## config.mk

```make
export PLATFORM = sky130hd
export DESIGN_NAME = jtag_tap_master
export DESIGN_NICKNAME = d
export VERILOG_FILES = /design/src/rtl/jtag_tap_master.sv
export SDC_FILE = /design/constraint.sdc
export NUM_CORES = 1
export LEC_CHECK = 0
export BUFFER_PORTS_ARGS = -buffer_cell sky130_fd_sc_hd__buf_4
export CAP_MARGIN = 5
export CELL_PAD_IN_SITES_DETAIL_PLACEMENT = 1
export CELL_PAD_IN_SITES_GLOBAL_PLACEMENT = 2
export CORE_MARGIN = 4
export CORE_UTILIZATION = 40
export CTS_CLUSTER_SIZE = 28
export DETAILED_ROUTE_END_ITERATION = 8
export PLACE_DENSITY = 0.84
export RECOVER_POWER = 50
export SKIP_CTS_REPAIR_TIMING = 1
export SYNTH_ARGS = -nofsm -noshare
export SYNTH_HDL_FRONTEND = slang
export SYNTH_SLANG_ARGS = --single-unit
```

## constraint.sdc

```tcl
create_clock -name clk -period 9.1 [get_ports clk]
set_input_delay 2.275 -clock clk [delete_from_list [all_inputs] [get_ports clk]]
set_output_delay 2.275 -clock clk [all_outputs]
set_load 0.05 [all_outputs]
```

## src/rtl/jtag_tap_master.sv

```systemverilog
// jtag_tap_master: JTAG host controller issuing TAP resets, IR scans and DR scans over TCK/TMS/TDI/TDO.
// Optional macro JTAG_TRST_EN adds a TRST_N output pulsed low at the start of every TAP reset sequence.
module jtag_tap_master #(
    parameter int IR_WIDTH = 4,
    parameter int DR_MAX   = 32,
    parameter int CLK_DIV  = 4
) (
    input  logic                        clk,
    input  logic                        rst_n,
    input  logic                        cmd_valid,
    output logic                        cmd_ready,
    input  logic [1:0]                  cmd_op,
    input  logic [$clog2(DR_MAX+1)-1:0] cmd_len,
    input  logic [DR_MAX-1:0]           cmd_data,
    output logic                        rsp_valid,
    output logic [DR_MAX-1:0]           rsp_data,
    output logic                        tck,
    output logic                        tms,
    output logic                        tdi,
`ifdef JTAG_TRST_EN
    output logic                        trst_n,
`endif
    input  logic                        tdo
);
    localparam int LW = $clog2(DR_MAX + 1);
    localparam int SW = $clog2(DR_MAX + 8);
    localparam int DW = $clog2(CLK_DIV + 1);

    typedef enum logic [2:0] {INIT_RST, IDLE, PRE, SHIFT, POST, DONE} state_t;

    state_t            state, state_next;
    logic [DW-1:0]     div;
    logic [SW-1:0]     step, n_q, n_cmd;
    logic [1:0]        op_q;
    logic              auto_q;
    logic [DR_MAX-1:0] data_q, cap;
    logic              running, rise, fall, last, accept;

    // Event decode: TCK edges, end of the current TMS segment, command acceptance, clamped scan length
    always_comb begin
        running = state inside {INIT_RST, PRE, SHIFT, POST};
        rise    = running && !tck && div == DW'(CLK_DIV - 1);
        fall    = running && tck && div == DW'(CLK_DIV - 1);
        last    = (state == INIT_RST) ? step == SW'(5) :
                  (state == PRE)      ? step == (op_q == 2'b01 ? SW'(3) : SW'(2)) :
                  (state == SHIFT)    ? step == n_q - SW'(1) : step == SW'(1);
        accept  = cmd_valid && cmd_ready;
        n_cmd   = (cmd_op == 2'b01)           ? SW'(IR_WIDTH) :
                  (cmd_len == '0)             ? SW'(1) :
                  (cmd_len > LW'(DR_MAX))     ? SW'(DR_MAX) : SW'(cmd_len);
    end

    // State register; step counts TCKs within the current state
    always_ff @(posedge clk or negedge rst_n) begin
        if (!rst_n) begin
            state <= INIT_RST;
            step  <= '0;
        end else begin
            state <= state_next;
            step  <= (state_next != state) ? '0 : fall ? step + SW'(1) : step;
        end
    end

    // Next state: segments advance on the TCK falling edge that ends their last bit
    always_comb begin
        state_next = state;
        case (state)
            INIT_RST: if (fall && last) state_next = auto_q ? IDLE : DONE;
            IDLE, DONE: state_next = cmd_valid ? (cmd_op[1] ? INIT_RST : PRE) : IDLE;
            PRE:      if (fall && last) state_next = SHIFT;
            SHIFT:    if (fall && last) state_next = POST;
            POST:     if (fall && last) state_next = DONE;
            default:  state_next = INIT_RST;
        endcase
    end

    // Datapath: TCK divider, command latch, TDI/TDO shift registers and response update
    always_ff @(posedge clk or negedge rst_n) begin
        if (!rst_n) begin
            div      <= '0;
            tck      <= 1'b0;
            op_q     <= 2'b10;
            auto_q   <= 1'b1;
            n_q      <= '0;
            data_q   <= '0;
            cap      <= '0;
            rsp_data <= '0;
        end else begin
            if (running) begin
                div <= (div == DW'(CLK_DIV - 1)) ? '0 : div + DW'(1);
                tck <= (div == DW'(CLK_DIV - 1)) ? ~tck : tck;
            end
            if (accept) begin
                op_q   <= cmd_op;
                auto_q <= 1'b0;
                n_q    <= n_cmd;
                data_q <= cmd_data;
                cap    <= '0;
            end
            if (rise && state == SHIFT) cap <= {tdo, cap[DR_MAX-1:1]};
            if (fall && state == SHIFT) data_q <= data_q >> 1;
            if (fall && last && state == POST) rsp_data <= cap >> (SW'(DR_MAX) - n_q);
        end
    end

    // Outputs: TMS pattern per segment, TDI from the data shifter, handshake flags
    always_comb begin
        cmd_ready = state == IDLE || state == DONE;
        rsp_valid = state == DONE;
        tms = (state == INIT_RST) ? step < SW'(5) :
              (state == PRE)      ? (op_q == 2'b01 ? step < SW'(2) : step == '0) :
              (state == SHIFT)    ? last :
              (state == POST)     ? step == '0 : 1'b0;
        tdi = state == SHIFT && data_q[0];
`ifdef JTAG_TRST_EN
        trst_n = !(state == INIT_RST && step < SW'(2));
`endif
    end
endmodule

```

---- Word level (Yosys, flattened, before mapping) ----
Cells that the tools add are included.
storage, ports and cells
  register bits ........................... 118
  output and inout bits ................... 37
  logic and storage cells ................. 80
cells by class
  add/subtract/negate cells ............... 4
  $lt $le $gt $ge ......................... 3
  equal/unequal tests ..................... 13
  shift-type cells ........................ 1
  multiplexer cells ....................... 27
  bitwise operators ....................... 1
  reductions and logical operators ........ 21
operator list
  kind                                                   number
  2-to-1 mux 32 bit                                      4
  right shift 32 x 6 -> 32 bit                           1
  2-to-1 mux 6 bit                                       5
  2-to-1 mux 3 bit                                       6
  case mux 3 bit (5 select lines)                        1
  zero test 6 bit                                        2
  logical AND 1 bit                                      10
  == test 3 x 2 -> 1 bit (second input constant)         3
  2-to-1 mux 1 bit                                       9
  adder 6 x 1 -> 6 bit (second input constant)           1
  == test 3 bit (second input constant)                  2
  == test 6 x 1 -> 1 bit (second input constant)         1
  == test 6 x 2 -> 1 bit                                 1
  == test 6 x 3 -> 1 bit (second input constant)         1
  == test 6 bit                                          1
  greater-than comparator 6 bit (second input constant)  1
  < comparator 6 x 2 -> 1 bit (second input constant)    1
  < comparator 6 x 3 -> 1 bit (second input constant)    1
  nonzero test 2 bit                                     3
  subtractor 6 x 1 -> 6 bit (second input constant)      1
  subtractor 6 bit (first input constant)                1
  == test 2 x 1 -> 1 bit (second input constant)         2
  2-to-1 mux 2 bit                                       2
  nonzero test 4 bit                                     1
  other kinds (9)                                        9

---- Logic depth before layout (Yosys ltp) ----
Gate-level depths: netlist (run 1).
  depth in word-level cells ............... 10
  depth in mapped cells ................... 12
  depth with buffers taken out ............ 8

---- Worst setup path before layout (run 1) ----
OpenSTA, ideal clock, no wires.
  path type ............................... register to output
  start point ............................. reg n_q[2]
  end point ............................... out tms
  arrival time ............................ 2.877 ns
  slack ................................... 3.948 ns
  cell stages (with the launch flop) ...... 10
  buffers on the path ..................... 3
  path through ............................ dfrtp_1 > buf_6 > or4_1 > buf_2 > or4_1 > and3_1 > nor4_4 > and2_1 > buf_2 > a32o_1
on the way
  word-level cells in the longest chain between the ends .. 8
RTL lines
  what                       line  source
  from (decl)                33    logic [SW-1:0] step, n_q, n_cmd;
  from (signal assigned)     96    n_q <= n_cmd;
  subtractor 6 x 1 -> 6 bit  46    (state == SHIFT) ? step == n_q - SW'(1) : step == SW'(1);
  == test 6 bit              46
  2-to-1 mux 1 bit           46
  2-to-1 mux 1 bit           45    (state == PRE) ? step == (op_q == 2'b01 ? SW'(3) : SW'(2)) :
  2-to-1 mux 1 bit           44    last = (state == INIT_RST) ? step == SW'(5) :
  2-to-1 mux 1 bit           112   (state == SHIFT) ? last :
  2-to-1 mux 1 bit           111   (state == PRE) ? (op_q == 2'b01 ? step < SW'(2) : step == '0) :
  2-to-1 mux 1 bit           110   tms = (state == INIT_RST) ? step < SW'(5) :
  to (decl)                  18    output logic tms,
No other way between the ends.

---- Worst setup path after layout (run 1) ----
  start point ............................. reg n_q[0]
  end point ............................... out tms
The elaborated chain is that of the path after synthesis.

==> flow_metrics.env, run 1 <==
export IMPL_status="complete, but fails checks"
export IMPL_violations="max-capacitance violations, max-slew violations"
export IMPL_syn_area_mm2=0.00700
export IMPL_startpoint_type="flip-flop"
export IMPL_die_h_um=140
export IMPL_dp_hpwl_um=13500
export IMPL_rrSetupSlack_ns=5.28
export IMPL_grt_first_pass_wirelength_um=31900
export IMPL_synth_area_per_cell_um2=9.45
export IMPL_grt_ovfl_total=0
export IMPL_die_w_um=140
export IMPL_synth_top_area_share_pct=41.5
export IMPL_synth_area_top_cells="dfrtp_1, nand2_1, mux2_4"
export IMPL_cts_made_buffers=17
export IMPL_cellLeakagePower_nw=3.78
export IMPL_clk_pin_slew_ns=0.06
export IMPL_grt_max_degree=65
export IMPL_min_period_ns=6.10
export IMPL_r2r_end="rsp_data[2]$_DFFE_PN0P_"
export IMPL_power_density_mw_per_mm2=196
export IMPL_ys_seq_area_share_pct=42.2
export IMPL_fp_row_count=48
export IMPL_crit_path_end="tms"
export IMPL_clock_sinks=118
export IMPL_cts_root_buf="clkbuf_16"
export IMPL_whs_path_depth=2
export IMPL_viasPerCell=5.49
export IMPL_yosysTopAreaCell="dfrtp_1"
export IMPL_core_area_mm2=0.0172
export IMPL_synth_flop_cell="dfrtp_1"
export IMPL_synth_edff_count=0
export IMPL_maxCapViolations=3
export IMPL_clk_latency_ns=0.43
export IMPL_routedWlPerCell_um=18.5
export IMPL_setup_worst_path_start="n_q[0]$_DFFE_PN0P_"
export IMPL_fin_worst_skew_ns=0.00905
export IMPL_synth_cells=741
export IMPL_hp_class="flip-flop to flip-flop"
export IMPL_cts_tree="done"
export IMPL_cp_cell_sequence="buf_4 > inv_1 > ha_1 > nor2b_1 > o21ai_0 > o2111ai_1 > nor4_4 > and2_1 > a32o_1 > buf_4"
export IMPL_n_antenna_cell=0
export IMPL_start_util_pct=40.6
export IMPL_drt_iter0_drc=323
export IMPL_port_buffers=80
export IMPL_grt_usage_pct=19.9
export IMPL_gp_congestion=0.897
export IMPL_final_nets=845
export IMPL_synth_seq_cells=118
export IMPL_cp_slowest_cell="ha_1"
export IMPL_final_setup_tns_ns=0
export IMPL_htree_levels=4
export IMPL_antenna_found_initial=0
export IMPL_design_area_mm2=0.00827
export IMPL_place_area_mm2=0.00773
export IMPL_irDropWorstVdd_mv=0.133
export IMPL_synth_top_cells_by_count="nand2_1, dfrtp_1, o21ai_0, nor2_1, clkbuf_1"
export IMPL_reg2reg_depth=9
export IMPL_antenna_left=0
export IMPL_die_area_mm2=0.0197
export IMPL_synthMostInstantiatedCell="nand2_1"
export IMPL_final_hold_viol_count=0
export IMPL_syn_nets=792
export IMPL_synth_cell_type_count=58
export IMPL_cp_end_kind="output port"
export IMPL_dr_total_vias=5661
export IMPL_slowest_delay_ns=0.92
export IMPL_critPathRequiredTime_ns=6.83
export IMPL_layout_setup_ws_ns=3.00
export IMPL_arrival_ns=3.83
export IMPL_final_max_slew_viol_count=140
export IMPL_crit_fanout=41
export IMPL_async_flop_share_pct=100
export IMPL_drive_gt1_share_pct=21.1
export IMPL_grt_pass1_vias=6077
export IMPL_first_pass_iters=4
export IMPL_max_freq_mhz=164
export IMPL_hold_ws_ns=0.476
export IMPL_critical_path_class="flip-flop to output port"
export IMPL_ys_warn_count=0
export IMPL_rsz0062_at_grt="no"
export IMPL_ios=81
export IMPL_pre_cts_ws_ns=3.42
export IMPL_fin_crit_sh_pct=67.1
export IMPL_area_growth_pct=18.1
export IMPL_route_detailed_drc=0
export IMPL_clk_path_buf_depth=2
export IMPL_slew_headroom_pct=-102
export IMPL_worst_pin_slew_ns=3.02
export IMPL_cp_common_cell="buf_4"
export IMPL_setup_violations=0
export IMPL_worstReg2RegStart="n_q[0]$_DFFE_PN0P_"
export IMPL_wirelength_um=19100
==> registers in the layout, indices dropped and copies added, names as in the netlist <==
| register | count |
|---|---|
| op_q | 2 |
| div | 3 |
| rsp_data | 32 |
| data_q | 32 |
| n_q | 6 |
| step | 6 |
| auto_q | 1 |
| tck | 1 |
| state | 3 |
| cap | 32 |
==> final cells by class <==
type | count | area [um2]
Fill cell | 1975 | 8970
Sequential cell | 118 | 2960
Clock inverter | 14 | 196
Multi-Input combinational cell | 557 | 3790
Clock buffer | 18 | 439
Inverter | 12 | 45.0
Timing Repair Buffer | 88 | 564
Tap cell | 225 | 282
==> worst min path at each step <==
stage | startpoint | to | slack, ns
after floorplan | data_q[0]$_DFFE_PN0P_ | data_q[0]$_DFFE_PN0P_ | 0.44
after global placement | op_q[1]$_DFFE_PN1P_ | op_q[1]$_DFFE_PN1P_ | 0.46
after detailed placement | op_q[1]$_DFFE_PN1P_ | op_q[1]$_DFFE_PN1P_ | 0.47
after CTS | op_q[1]$_DFFE_PN1P_ | op_q[1]$_DFFE_PN1P_ | 0.48
after global routing | data_q[9]$_DFFE_PN0P_ | data_q[9]$_DFFE_PN0P_ | 0.50
final | data_q[0]$_DFFE_PN0P_ | data_q[0]$_DFFE_PN0P_ | 0.48
==> per-stage QoR <==
stage	total power, mW	cells	util (%)
CTS	1.63	1031	48.5
finish	1.62	1032	48.0
detailed placement	0.892	999	44.8
floorplan	0.792	741	-
global route	1.69	1032	48.0
global placement	0.882	999	44.8
==> routing by layer <==
| layer | global-route usage [%] | up-vias | part of all wire, % | routed length (um) |
|---|---|---|---|---|
| met4 | 6.43 | 0 | 1.8 | 342 |
| met5 | 0 | - | 0 | 0 |
| li1 | - | 2737 | - | - |
| met1 | 25.9 | 2807 | 45 | 8540 |
| met2 | 33.5 | 94 | 50 | 9520 |
| met3 | 3.89 | 23 | 3.5 | 661 |
==> cells by family after synthesis <==
| family | count (synthesis) | synth area share [%] |
|---|---|---|
| flops | 118 | 42.2 |
| fa+ha+maj | 7 | 1.25 |
| mux | 91 | 17.5 |
| buf+inv | 66 | 4.02 |
| simple gates | 281 | 17.8 |
| xor+xnor | 11 | 1.57 |
| compound gates | 167 | 15.7 |
==> report_power, final <==
part / internal (mW) / switching (mW) / total, mW
Combinational: 0.117 / 0.165 / 0.282
Sequential: 0.560 / 0.0414 / 0.601
Clock: 0.467 / 0.266 / 0.733
Total: 1.14 / 0.472 / 1.62
==> worst max-delay path, delay by kind of cell (launching register included) <==
kind | cells | cell delay [ns]
AO/OA/AOI/OAI | 3 | 0.55
AND/OR/NAND/NOR | 3 | 0.80
adder cells (fa/ha/maj) | 1 | 0.92
buffers and inverters | 3 | 0.80
flip-flops | 1 | 0.32
==> cell usage in the layout (no fill, tap or decap), types with 3 or more instances in the layout <==
cell type,instances
nand2_1,174
bufinv_16,4
mux2i_1,22
mux4_2,10
nor3_1,7
nand2b_1,5
nor2b_1,7
o211ai_1,3
inv_1,11
a211oi_1,15
and2_1,13
buf_4,56
nand3_1,4
inv_6,3
clkinvlp_4,3
nand3b_1,3
clkbuf_1,31
clkbuf_16,17
a21oi_1,16
a22oi_1,39
xnor2_1,6
mux2_4,30
nand4_1,3
dfrtp_1,116
nor2_1,45
ha_1,7
o21ai_0,59
mux2_2,29
and3_1,3
o221ai_1,16
(Power assumes the default switching activity.)
==> inputs of run 2 (changes only) <==
- ABC_AREA: not set -> 1
- CORE_UTILIZATION: 40 -> 34
- PLACE_DENSITY: 0.84 -> 0.79
- clock period: 9.1 -> 5.9 ns (I/O delays scaled with it)
==> flow_metrics.env, run 2 <==
export IMPL_core_area_mm2=0.0190
export IMPL_violations="max-capacitance violations, max-slew violations"
export IMPL_die_area_mm2=0.0219
export IMPL_port_buffers=80
export IMPL_area_growth_pct=19.9
export IMPL_p_total_mw=4.80
export IMPL_grt_max_degree=63
export IMPL_viasPerCell=4.88
export IMPL_fin_worst_skew_ns=0.00810
export IMPL_cts_root_buf="clkbuf_16"
export IMPL_clock_sinks=118
export IMPL_die_h_um=148
export IMPL_worst_pin_slew_ns=3.04
export IMPL_n_antenna_cell=0
export IMPL_cts_tree="done"
export IMPL_cp_slowest_cell="ha_1"
export IMPL_final_hold_viol_count=0
export IMPL_critical_path_class="flip-flop to output port"
export IMPL_maxCapViolations=3
export IMPL_synth_top_cells_by_count="nand2_1, dfrtp_1, o21ai_0, inv_1, nand3_1"
export IMPL_max_freq_mhz=213
export IMPL_layout_commonest_cell="nand2_1"
export IMPL_synth_edff_count=0
export IMPL_grt_ovfl_total=0
export IMPL_clk_path_buf_depth=2
export IMPL_multi_input_area_mm2=0.00317
export IMPL_power_density_mw_per_mm2=600
export IMPL_cellLeakagePower_nw=3.88
export IMPL_reg2reg_depth=8
export IMPL_final_setup_tns_ns=0
export IMPL_antenna_found_initial=0
export IMPL_async_flop_share_pct=100
export IMPL_cts_made_buffers=17
export IMPL_syn_nets=958
export IMPL_ff_latch_area_mm2=0.00296
export IMPL_final_nets=1014
export IMPL_fin_crit_sh_pct=79.5
export IMPL_fillCellCount=2411
export IMPL_grt_usage_pct=18.0
export IMPL_reg_top3="cap: 32 flops, data_q: 32 flops, rsp_data: 32 flops"
export IMPL_start_util_pct=35.0
export IMPL_crit_path_end="tms"
export IMPL_synthMostInstantiatedCell="nand2_1"
export IMPL_wirelength_um=19200
export IMPL_synth_flop_cell="dfrtp_1"
export IMPL_first_pass_iters=4
export IMPL_synth_top_area_share_pct=43.6
export IMPL_setup_worst_path_start="n_q[0]$_DFFE_PN0P_"
export IMPL_irDropWorstVdd_mv=0.235
export IMPL_syn_area_mm2=0.00666
export IMPL_drt_iter0_drc=285
export IMPL_routedWlPerCell_um=15.5
export IMPL_ys_warn_count=0
export IMPL_status="complete, but fails checks"
export IMPL_antenna_left=0
export IMPL_cp_common_cell="nand3_1"
export IMPL_synth_area_top_cells="dfrtp_1, nand2_1, o21ai_0"
export IMPL_route_detailed_drc=0
export IMPL_synth_area_per_cell_um2=7.35
export IMPL_ios=81
export IMPL_clk_latency_ns=0.42
export IMPL_fp_row_count=50
export IMPL_cp_end_kind="output port"
export IMPL_dp_hpwl_um=13900
export IMPL_critPathRequiredTime_ns=4.43
export IMPL_slowest_delay_ns=0.76
export IMPL_worstReg2RegStart="state[0]$_DFF_PN0_"
export IMPL_cp_cell_sequence="buf_4 > inv_4 > ha_1 > nand2_1 > nand3_1 > nand3_1 > nor2_1 > nand2_1 > nor2_2 > nand3_2 > nand2_4 > a32oi_1 > nand3_1 > buf_4"
export IMPL_yosysTopAreaCell="dfrtp_1"
export IMPL_clk_pin_slew_ns=0.06
export IMPL_grt_first_pass_wirelength_um=32100
export IMPL_final_max_slew_viol_count=153
export IMPL_drive_gt1_share_pct=13.2
export IMPL_htree_levels=4
export IMPL_gp_congestion=0.823
export IMPL_slew_headroom_pct=-102
export IMPL_dr_total_vias=6026
export IMPL_crit_fanout=62
export IMPL_grt_pass1_vias=6292
export IMPL_hp_class="flip-flop to flip-flop"
export IMPL_die_w_um=148
export IMPL_arrival_ns=3.22
export IMPL_hold_ws_ns=0.465
export IMPL_synth_seq_cells=118
export IMPL_rrSetupSlack_ns=1.76
export IMPL_r2r_end="cap[5]$_DFFE_PN0P_"
export IMPL_synth_cell_type_count=38
export IMPL_rsz0062_at_grt="no"
export IMPL_startpoint_type="flip-flop"
export IMPL_ys_seq_area_share_pct=44.3
export IMPL_synth_cells=907
export IMPL_setup_violations=0
export IMPL_layout_common_cells="nand2_1, dfrtp_1, o21ai_0"
export IMPL_min_period_ns=4.69
[run 2: changes by cell type in the layout (fill, tap and decap cells not counted), sizes merged, moves of 15 or more]
cell | before | now
nand2 | 174 | 320
inv | 15 | 87
nand3 | 5 | 65
mux2 | 59 | 0
a22oi | 39 | 1
o21ai | 59 | 96
o22ai | 1 | 34
o221ai | 16 | 0
a211oi | 15 | 0
buf | 57 | 72
[run 2: worst min-delay path by stage]
stage,from,to,slack [ns],depth (start not counted)
after floorplan,auto_q$_DFFE_PN1P_,auto_q$_DFFE_PN1P_,0.43,2
after CTS,auto_q$_DFFE_PN1P_,auto_q$_DFFE_PN1P_,0.47,2
after detailed placement,auto_q$_DFFE_PN1P_,auto_q$_DFFE_PN1P_,0.46,2
after global placement,auto_q$_DFFE_PN1P_,auto_q$_DFFE_PN1P_,0.44,2
after global routing,auto_q$_DFFE_PN1P_,auto_q$_DFFE_PN1P_,0.49,2
final,auto_q$_DFFE_PN1P_,auto_q$_DFFE_PN1P_,0.46,2
[run 2: cell families after synthesis]
kind of cell / after synthesis / synth area share, %
mux: 15 / 2.25
buf+inv: 137 / 8.32
compound gates: 173 / 15.1
xor+xnor: 8 / 1.05
simple gates: 449 / 27.6
fa+ha+maj: 7 / 1.31
flops: 118 / 44.3
[run 2: area by class of cell]
cell class,instances,share of cell area (%)
timing repair buffer,87,7.52
tap,260,4.07
sequential,118,37.0
multi-input combinational,652,39.7
inverter,87,4.12
clock inverter,12,1.89
clock buffer,20,5.72
[run 2: per-layer routing]
layer	track usage, %	vias up	wire [um]
li1	-	3057	-
met1	23.4	2847	8970
met2	30.3	99	9210
met3	4.08	23	688
met4	5.08	0	310
met5	0	-	0
[run 2: metrics by stage]
stage | cells | utilization [%] | area [um2] | setup slack (ns)
2_1_floorplan | 907 | - | 6660 | 2.42
3_3_place_gp | 1204 | 39.1 | 7440 | 1.66
3_5_place_dp | 1204 | 39.1 | 7440 | 1.62
4_1_cts | 1236 | 42.3 | 8050 | 1.16
5_1_grt | 1236 | 42.0 | 7990 | 0.882
6_report | 1236 | 42.0 | 7990 | 1.21
[run 2: worst max-delay path, delay by kind of cell (launching register included)]
kind,cells,cell delay [ns]
fa+ha+maj,1,0.76
compound gates,1,0.06
flops,1,0.32
buf+inv,3,0.75
simple gates,9,0.89
[run 2: report_power, final]
part / switching (mW) / internal (mW)
Clock: 0.387 / 0.685
Combinational: 1.76 / 0.746
Sequential: 0.153 / 1.07
Total: 2.30 / 2.50
